===== config.mk =====
export PLATFORM = sky130hd
export DESIGN_NAME = led_share_arbiter_flat
export DESIGN_NICKNAME = d
export VERILOG_FILES = /design/src/rtl/led_share_arbiter_if.sv /design/src/rtl/led_share_arbiter.sv /design/src/flat_wrapper.sv
export SDC_FILE = /design/constraint.sdc
export NUM_CORES = 1
export LEC_CHECK = 0
export ABC_AREA = 1
export CORE_ASPECT_RATIO = 0.5
export CORE_MARGIN = 4
export CORE_UTILIZATION = 55
export CTS_BUF_LIST = sky130_fd_sc_hd__clkbuf_4 sky130_fd_sc_hd__clkbuf_8 sky130_fd_sc_hd__clkbuf_16
export CTS_CLUSTER_DIAMETER = 200
export CTS_CLUSTER_SIZE = 10
export DETAILED_ROUTE_END_ITERATION = 7
export GPL_TIMING_DRIVEN = 1
export PLACE_DENSITY = 0.78
export SYNTH_ARGS = -nofsm -noshare
export SYNTH_HDL_FRONTEND = slang
export SYNTH_SLANG_ARGS = --single-unit
export TNS_END_PERCENT = 30

===== constraint.sdc =====
create_clock -name clk -period 3.81 [get_ports clk]
set_clock_uncertainty 0.05 [all_clocks]
set_input_delay 0.762 -clock clk [delete_from_list [all_inputs] [get_ports clk]]
set_output_delay 0.762 -clock clk [all_outputs]
set_load 0.05 [all_outputs]

===== src/rtl/led_share_arbiter_if.sv =====
// Bundle between the LED pattern requesters and the LED share arbiter.
// A requester holds req high for as long as it wants the LEDs; gnt (one-hot or zero) names the single holder; dropping req releases.
interface led_share_arbiter_if #(
  parameter int NUM_REQ = 4
);
  logic [NUM_REQ-1:0]   req;
  logic [4*NUM_REQ-1:0] pat;
  logic [NUM_REQ-1:0]   gnt;
  logic [3:0]           led;
  logic                 tick;

  modport master (output req, output pat, input gnt, input led, input tick);
  modport slave  (input req, input pat, output gnt, output led, output tick);
endinterface


===== src/rtl/led_share_arbiter.sv =====
// Round-robin sharing of the four board LEDs plus the free-running system slow-tick prescaler.
// Optional feature macro LED_ROTATE_EN: rotating one-hot idle pattern instead of IDLE_PATTERN.
module led_share_arbiter #(
  parameter int         CLK_HZ       = 100_000_000,
  parameter int         TICK_HZ      = 1,
  parameter int         NUM_REQ      = 4,
  parameter int         HOLD_TICKS   = 3,
  parameter logic [3:0] IDLE_PATTERN = 4'b0000
) (
  input  logic                 clk,
  input  logic                 rst_n,
  led_share_arbiter_if.slave   bus,
  output logic [1:0]           dbg_state_o
);
  localparam int DIV = CLK_HZ / TICK_HZ;
  localparam int CW  = (DIV > 1) ? $clog2(DIV) : 1;
  localparam int IW  = $clog2(NUM_REQ);
  localparam int HW  = (HOLD_TICKS > 1) ? $clog2(HOLD_TICKS) : 1;

  localparam logic [CW-1:0] PRE_LAST  = CW'(DIV - 1);
  localparam logic [HW-1:0] HOLD_LAST = HW'(HOLD_TICKS - 1);
  localparam logic [IW-1:0] IDX_LAST  = IW'(NUM_REQ - 1);

  typedef enum logic [1:0] {
    ST_IDLE  = 2'd0,
    ST_GRANT = 2'd1,
    ST_GAP   = 2'd2
  } state_t;

  state_t              state_q, state_d;
  logic [CW-1:0]       pre_q;
  logic                tick_q;
  logic [HW-1:0]       hold_q, hold_d;
  logic [IW-1:0]       ptr_q, ptr_d;
  logic [IW-1:0]       holder_q, holder_d;
  logic [NUM_REQ-1:0]  gnt_q, gnt_d;
  logic [3:0]          led_q, led_d;
  logic [3:0]          idle_led;
  logic                found;
  logic [IW-1:0]       win;
  logic [IW-1:0]       cand;

  // Prescaler runs regardless of grants; tick is registered off the wrap.
  always_ff @(posedge clk or negedge rst_n) begin
    if (!rst_n) begin
      pre_q  <= '0;
      tick_q <= 1'b0;
    end else begin
      tick_q <= (pre_q == PRE_LAST);
      pre_q  <= (pre_q == PRE_LAST) ? '0 : pre_q + CW'(1);
    end
  end

`ifdef LED_ROTATE_EN
  logic [3:0] rot_q;

  always_ff @(posedge clk or negedge rst_n) begin
    if (!rst_n) begin
      rot_q <= 4'b0001;
    end else if (tick_q) begin
      rot_q <= {rot_q[2:0], rot_q[3]};
    end
  end

  assign idle_led = rot_q;
`else
  assign idle_led = IDLE_PATTERN;
`endif

  // First requester at or above the pointer, wrapping modulo NUM_REQ.
  always_comb begin
    found = 1'b0;
    win   = ptr_q;
    cand  = '0;
    for (int k = 0; k < NUM_REQ; k++) begin
      cand = IW'((int'(ptr_q) + k) % NUM_REQ);
      if (!found && bus.req[cand]) begin
        found = 1'b1;
        win   = cand;
      end
    end
  end

  always_comb begin
    state_d  = state_q;
    hold_d   = hold_q;
    ptr_d    = ptr_q;
    holder_d = holder_q;
    gnt_d    = '0;
    led_d    = idle_led;
    case (state_q)
      ST_IDLE: begin
        if (found) begin
          gnt_d    = {{(NUM_REQ-1){1'b0}}, 1'b1} << win;
          led_d    = bus.pat[{win, 2'b00} +: 4];
          hold_d   = '0;
          holder_d = win;
          state_d  = ST_GRANT;
        end
      end
      ST_GRANT: begin
        // A drop and an expiry in the same cycle collapse into one release.
        if (!bus.req[holder_q] || (tick_q && (hold_q == HOLD_LAST))) begin
          ptr_d   = (holder_q == IDX_LAST) ? '0 : holder_q + IW'(1);
          state_d = ST_GAP;
        end else begin
          gnt_d = gnt_q;
          led_d = bus.pat[{holder_q, 2'b00} +: 4];
          if (tick_q) begin
            hold_d = hold_q + HW'(1);
          end
        end
      end
      ST_GAP: begin
        state_d = ST_IDLE;
      end
      default: begin
        state_d = ST_IDLE;
      end
    endcase
  end

  always_ff @(posedge clk or negedge rst_n) begin
    if (!rst_n) begin
      state_q  <= ST_IDLE;
      hold_q   <= '0;
      ptr_q    <= '0;
      holder_q <= '0;
      gnt_q    <= '0;
      led_q    <= IDLE_PATTERN;
    end else begin
      state_q  <= state_d;
      hold_q   <= hold_d;
      ptr_q    <= ptr_d;
      holder_q <= holder_d;
      gnt_q    <= gnt_d;
      led_q    <= led_d;
    end
  end

  assign bus.gnt     = gnt_q;
  assign bus.led     = led_q;
  assign bus.tick    = tick_q;
  assign dbg_state_o = state_q;
endmodule

===== src/flat_wrapper.sv =====
// flat-port wrapper written by rule: the top's interface ports become plain ports
module led_share_arbiter_flat 
#(
  parameter int         CLK_HZ       = 100_000_000,
  parameter int         TICK_HZ      = 1,
  parameter int         NUM_REQ      = 4,
  parameter int         HOLD_TICKS   = 3,
  parameter logic [3:0] IDLE_PATTERN = 4'b0000
)
  (clk, rst_n, dbg_state_o, bus_req, bus_pat, bus_gnt, bus_led, bus_tick);
  led_share_arbiter_if #(.NUM_REQ(NUM_REQ)) bus_i ();
  input  logic clk;
  input  logic rst_n;
  output logic [1:0] dbg_state_o;
  input wire logic [$bits(bus_i.req)-1:0] bus_req;
  input wire logic [$bits(bus_i.pat)-1:0] bus_pat;
  output wire logic [$bits(bus_i.gnt)-1:0] bus_gnt;
  output wire logic [$bits(bus_i.led)-1:0] bus_led;
  output wire logic [$bits(bus_i.tick)-1:0] bus_tick;
  assign bus_i.req = bus_req;
  assign bus_i.pat = bus_pat;
  assign bus_gnt = bus_i.gnt;
  assign bus_led = bus_i.led;
  assign bus_tick = bus_i.tick;
  led_share_arbiter #(.CLK_HZ(CLK_HZ), .TICK_HZ(TICK_HZ), .NUM_REQ(NUM_REQ), .HOLD_TICKS(HOLD_TICKS), .IDLE_PATTERN(IDLE_PATTERN)) u_core (.clk(clk), .rst_n(rst_n), .bus(bus_i), .dbg_state_o(dbg_state_o));
endmodule

==> results of run 1 <==
## Yosys cell counts, drive strengths merged (4+ instances only)
master and count:
xor2 10, nand3 31, nor2 33, dfrtp 44, a21oi 16, o21ai 17
nand3b 4, nor3 11, inv 52, nand2 133, buf 4, nand4 16
## metal layers
metal	GRT usage	vias to the layer above	part of all wire
li1	-	1357	-
met1	0.275	1311	0.44
met2	0.406	82	0.49
met3	0.0445	14	0.053
met4	0.0668	0	0.015
met5	0	-	0
## worst max path at each step
stage | startpoint | to | slack (ns)
2_1_floorplan | bus_req[1] | u_core.bus.led[1] | 1.90
3_3_place_gp | bus_req[2] | u_core.bus.led[3] | 1.13
3_5_place_dp | bus_req[1] | u_core.bus.led[2] | 1.10
4_1_cts | bus_req[2] | u_core.bus.led[0] | 1.41
5_1_grt | bus_req[2] | u_core.bus.led[0] | 1.15
6_report | bus_req[2] | u_core.bus.led[0] | 1.38
## final cells by class
cell class | count | area, µm² | share of cell area
well taps | 70 | 87.6 | 0.0253
repair buffers | 32 | 315 | 0.0912
clock buffers | 5 | 68.8 | 0.0199
flip-flops and latches | 44 | 1100 | 0.319
multi-input cells | 294 | 1630 | 0.473
clock inverters | 3 | 46.3 | 0.0134
inverters | 52 | 203 | 0.0587
## worst reg2reg max path, cell delays in order, from the launching register on
cell	delay (ns)
dfrtp_1	0.62
inv_1	0.30
a21oi_1	0.18
o21ai_0	0.09
nand2_1	0.08
nand2_1	0.07
nor2_1	0.31
inv_1	0.17
a221oi_1	0.23
o21bai_1	0.15
## flip-flops by register name, summed over array words and instances, names as in the netlist
register,count
u_core.bus.led,4
u_core.ptr_q,2
u_core.hold_q,2
u_core.bus.tick,1
u_core.pre_q,27
u_core.dbg_state_o,2
u_core.holder_q,2
u_core.bus.gnt,4
## kinds of logic (layout without fill, tap and decap cells)
family,after synthesis,in the layout,synth area share
buf+inv,58,92,0.0834
compound gates,45,45,0.0889
fa+ha+maj,3,3,0.0126
xor+xnor,13,13,0.0382
simple gates,233,233,0.408
flops,44,44,0.369
## power by group
| part | leakage, nW | switching, mW | total [mW] | internal (mW) |
|---|---|---|---|---|
| sequential | 0.583 | 0.0926 | 0.627 | 0.535 |
| combinational | 1.08 | 0.919 | 1.34 | 0.426 |
| clock | 0.0548 | 0.173 | 0.370 | 0.198 |
| total | 1.72 | 1.18 | 2.34 | 1.16 |
==> impl_metrics.csv, run 1 <==
group,metric,value,unit
detailed_routing,routed_wl,6.91,mm
setup_path,ff2ff_setup_slack,1.51,ns
floorplanning,dieHeight,60.1,µm
sta,final-max-slew-violation-count,0,
synth,synth-seq-cells,44,
power,p_leak,1.72,nW
layout,instances_no_fill,500,
setup_path,worstSetupPathType,"in2reg",
sta,maxSlewHeadroom,0.353,
setup_path,cp.required,3.99,ns
setup_path,cp_max_fo,6,
grt,grt_pass1_vias,2746,
setup_path,rr_worst_depth,9,
floorplanning,die_area,0.00674,mm²
worst_hold_path,min_path_type,"reg2reg",
detailed_routing,post_drt_via_cell_ratio,5.53,
clocking,cts_setup_buffers,0,
floorplanning,ios,33,
clocking,cts-buffers-inserted,5,
sta,fmax,411,MHz
grt,grt.total_usage,0.223,
setup_path,crit_path_cell_trace,"clkdlybuf4s50_1, inv_1, a21oi_1, o21ai_0, nand2_1, nand2_1, nor2_1, inv_1, a221oi_1, o21bai_1",
clocking,clk_latency,0.30,ns
floorplanning,rows,18,
synth,synth_ff_type,"dfrtp_1",
worst_hold_path,min_from,"u_core.pre_q[0]",
setup_path,crit_cells,10,
sta,hold_viol,0,
synth,synth_cell_types,39,
status,status,"complete, no violations",
sta,rsz0062_at_grt,"no",
sta,tns,0,ns
synth,synth_top_area_share,0.369,
detailed_routing,drc_errors,0,
grt,grt_overflow_total,0,
layout,final_util,0.679,
layout,layout-drive-gt1-share,0.123,
layout,n_fill_cell,437,
layout,areaGrowthSynthToFinish,15.8,%
place,placed_cells_incl_taps,492,
synth,syn_inst,396,
detailed_routing,vias,2764,
setup_path,crit_path_start_kind,"input port",
flow_run,maxCapViolations,0,
setup_path,critPathCaptureType,"flop",
sta,worst_slack,1.38,ns
synth,async_flop_share,1.00,
synth,synth_area,0.00298,mm²
setup_path,critPathTopFamily,"buffers and inverters",
floorplanning,initial_utilization,0.586,
clocking,cts_tree,"done",
clocking,ctsHoldBuffers,0,
grt,grt_max_degree,45,
synth,synth_nets,421,
setup_path,regToRegEndpoint,"u_core.bus.led[0]",
sta,setup_viol,0,
detailed_routing,routedWlPerCell,13.8,µm
place,dp_hpwl,5.23,mm
power,p_per_area,678,mW/mm²
layout,layout_commonest_cell,"nand2_1",
worst_hold_path,whs_path_depth,1,
sta,worstMarginPinSlew,0.970,ns
setup_path,arrival,2.61,ns
layout,design_area,0.00346,mm²
floorplanning,die_w,112,µm
grt,antenna_found_initial,0,
clocking,cts_buffer_depth,2,
floorplanning,fp.coreArea,0.00509,mm²
setup_path,cp_num_buf_inv,3,
clocking,root_buffer,"clkbuf_8",
layout,antenna_cells,0,
sta,period_minus_slack,2.43,ns
layout,nNetsFinal,454,
power,ir_worst_vdd,0.000385,V
synth,yosysTopAreaCell,"dfrtp_1",
synth,synth_edf_count,0,
synth,yosysSeqAreaShare,0.369,
place,place_area,0.00334,mm²
synth,postSynthAreaPerCell,7.54,µm²
setup_path,timing.rr.start,"u_core.holder_q[0]",
setup_path,max_stage_delay,0.54,ns
grt,grt_pass1_wl,12.2,mm
detailed_routing,drt_iter0_drc,230,
setup_path,crit_slowest_cell,"clkdlybuf4s50_1",
synth,synthTopCellsByArea,"dfrtp_1 37%, nand2_1 13%, inv_1 6.2%",
clocking,cts.clk_slew.worst_paths,0.09,ns
clocking,htreeDepth,2,
place,detailedPlace.worstSlack,1.10,ns
sta,period_share,0.638,
worst_hold_path,hold-path-endpoint,"u_core.pre_q[0]",
layout,mostFrequentLayoutCells,"107 x nand2_1, 49 x inv_1, 44 x dfrtp_1",
sta,fin_hold_ws,0.433,ns
place,gp_congestion,0.912,
place,io_buffers,32,
power,fin_total_pwr,2.34,mW
detailed_routing,drtAntennaViolNets,0,
clocking,ctsResizeCount,0,
clocking,cts.sinks,44,
detailed_routing,dr.pass1.iters,5,
synth,synth_warnings,0,
Note: power is estimated with default switching activity, not from simulation.
==> run 2: changes to the inputs <==
- clock period: 3.81 -> 2.4 ns (I/O delays scaled with it)
==> impl_metrics.csv, run 2 (synthesized netlist as in run 1, its figures left out) <==
group,metric,value,unit
status,status,"complete, no violations",
detailed_routing,drc_errors,0,
layout,areaGrowthSynthToFinish,17.2,%
detailed_routing,routedWlPerCell,13.8,µm
layout,layout_commonest_cell,"nand2_1",
setup_path,arrival,2.33,ns
setup_path,max_stage_delay,0.38,ns
layout,nNetsFinal,460,
place,gp_congestion,0.935,
clocking,root_buffer,"clkbuf_8",
setup_path,cp_max_fo,5,
clocking,cts.clk_slew.worst_paths,0.09,ns
floorplanning,rows,18,
sta,worst_slack,0.205,ns
grt,antenna_found_initial,0,
floorplanning,initial_utilization,0.586,
place,place_area,0.00339,mm²
grt,grt_max_degree,26,
setup_path,cpMostUsedCell,"nor2_2",
setup_path,crit_slowest_cell,"dfrtp_1",
setup_path,critPathTopFamily,"simple AND/OR/NAND/NOR gates",
setup_path,critPathCaptureType,"flop",
sta,maxSlewHeadroom,0.651,
grt,grt.total_usage,0.221,
place,io_buffers,32,
floorplanning,dieHeight,60.1,µm
detailed_routing,post_drt_via_cell_ratio,5.42,
layout,antenna_cells,0,
sta,tns,0,ns
setup_path,crit_path_cell_trace,"ha_1, nand3_1, nor2_2, nand3_2, nor2_2, nand3_1, nor2_2, nand2_1, inv_1, nand4_1, nand2_1, nor2_1",
setup_path,crit_path_start_kind,"flop",
layout,instances_no_fill,506,
sta,worstMarginPinSlew,0.522,ns
sta,fmax,456,MHz
setup_path,worstSetupPathType,"reg2reg",
place,detailedPlace.worstSlack,0.0273,ns
detailed_routing,met1_length,3.15,mm
clocking,cts_tree,"done",
setup_path,cp.required,2.53,ns
layout,design_area,0.00350,mm²
clocking,cts_buffer_depth,2,
grt,grt_pass1_vias,2598,
floorplanning,ios,33,
detailed_routing,route.met2.wl,3.23,mm
detailed_routing,drt_iter0_drc,270,
layout,largest_reg_flops,27,
layout,largest_register,"u_core.pre_q",
worst_hold_path,min_path_type,"in2async",
clocking,ctsResizeCount,0,
sta,period_minus_slack,2.20,ns
sta,rsz0062_at_grt,"no",
place,dp_hpwl,5.33,mm
detailed_routing,dr.pass1.iters,5,
layout,n_fill_cell,427,
power,p_per_area,1080,mW/mm²
flow_run,maxCapViolations,0,
power,p_leak,1.75,nW
clocking,cts-buffers-inserted,5,
floorplanning,fp.coreArea,0.00509,mm²
clocking,ctsHoldBuffers,0,
layout,mostFrequentLayoutCells,"107 x nand2_1, 49 x inv_1, 44 x dfrtp_1",
grt,grt_pass1_wl,11.9,mm
floorplanning,die_w,112,µm
detailed_routing,drtAntennaViolNets,0,
power,ir_worst_vdd,0.000544,V
sta,period_share,0.915,
detailed_routing,vias,2741,
clocking,cts_setup_buffers,0,
detailed_routing,top_layer,"met4",
sta,final-max-slew-violation-count,0,
detailed_routing,met3_length,485,µm
clocking,htreeDepth,2,
setup_path,cp_num_buf_inv,1,
place,placed_cells_incl_taps,498,
clocking,cts.sinks,44,
layout,layout-drive-gt1-share,0.135,
sta,hold_viol,0,
layout,final_util,0.687,
floorplanning,die_area,0.00674,mm²
detailed_routing,routed_wl,6.99,mm
grt,grt_overflow_total,0,
sta,setup_viol,0,
clocking,clk_latency,0.30,ns
==> run 2: cell count changes in the layout (fill, tap and decap cells not counted) <==
cell and delta:
inv_6 -1, clkbuf_4 +1, buf_4 +6, clkinv_2 +1, clkinvlp_4 -1
==> run 2: area by class of cell <==
type | count | area (µm²) | area share
flip-flops and latches | 44 | 1100 | 0.315
clock inverters | 2 | 35.0 | 0.0100
well taps | 70 | 87.6 | 0.0250
multi-input cells | 294 | 1630 | 0.467
repair buffers | 38 | 360 | 0.103
inverters | 52 | 203 | 0.0580
clock buffers | 6 | 76.3 | 0.0218
==> run 2: path summary, 6_finish.rpt <==
kind / depth (start not counted) / slack (ns) / startpoint / to
worst max-delay path: 12 / 0.20 / u_core.pre_q[0] / u_core.pre_q[20]
worst min-delay path: 1 / 0.1 / rst_n / u_core.pre_q[7]
worst max register to register: 12 / 0.20 / u_core.pre_q[0] / u_core.pre_q[20]
worst min register to register: 1 / 0.43 / u_core.pre_q[0] / u_core.pre_q[0]
max in group asynchronous: 2 / 1.64 / rst_n / u_core.pre_q[23]
min in group clk: 1 / 0.43 / u_core.pre_q[0] / u_core.pre_q[0]
==> run 2: through the flow <==
step	total power, mW	hold slack [ns]
2_1_floorplan	2.68	0.134
3_3_place_gp	3.13	0.397
3_5_place_dp	3.20	0.423
4_1_cts	3.79	0.110
5_1_grt	4.04	0.140
6_report	3.79	0.0995
==> run 2: report_power, final <==
part / internal [mW] / total (mW) / switching [mW]
clock network: 0.320 / 0.567 / 0.246
registers: 0.850 / 0.921 / 0.0712
logic: 0.721 / 2.30 / 1.58
==> run 2: per-layer routing <==
| layer | GRT usage | vias up |
|---|---|---|
| met5 | 0 | - |
| met4 | 0.0582 | 0 |
| met3 | 0.0586 | 16 |
| met2 | 0.373 | 107 |
| met1 | 0.287 | 1252 |
| li1 | - | 1366 |
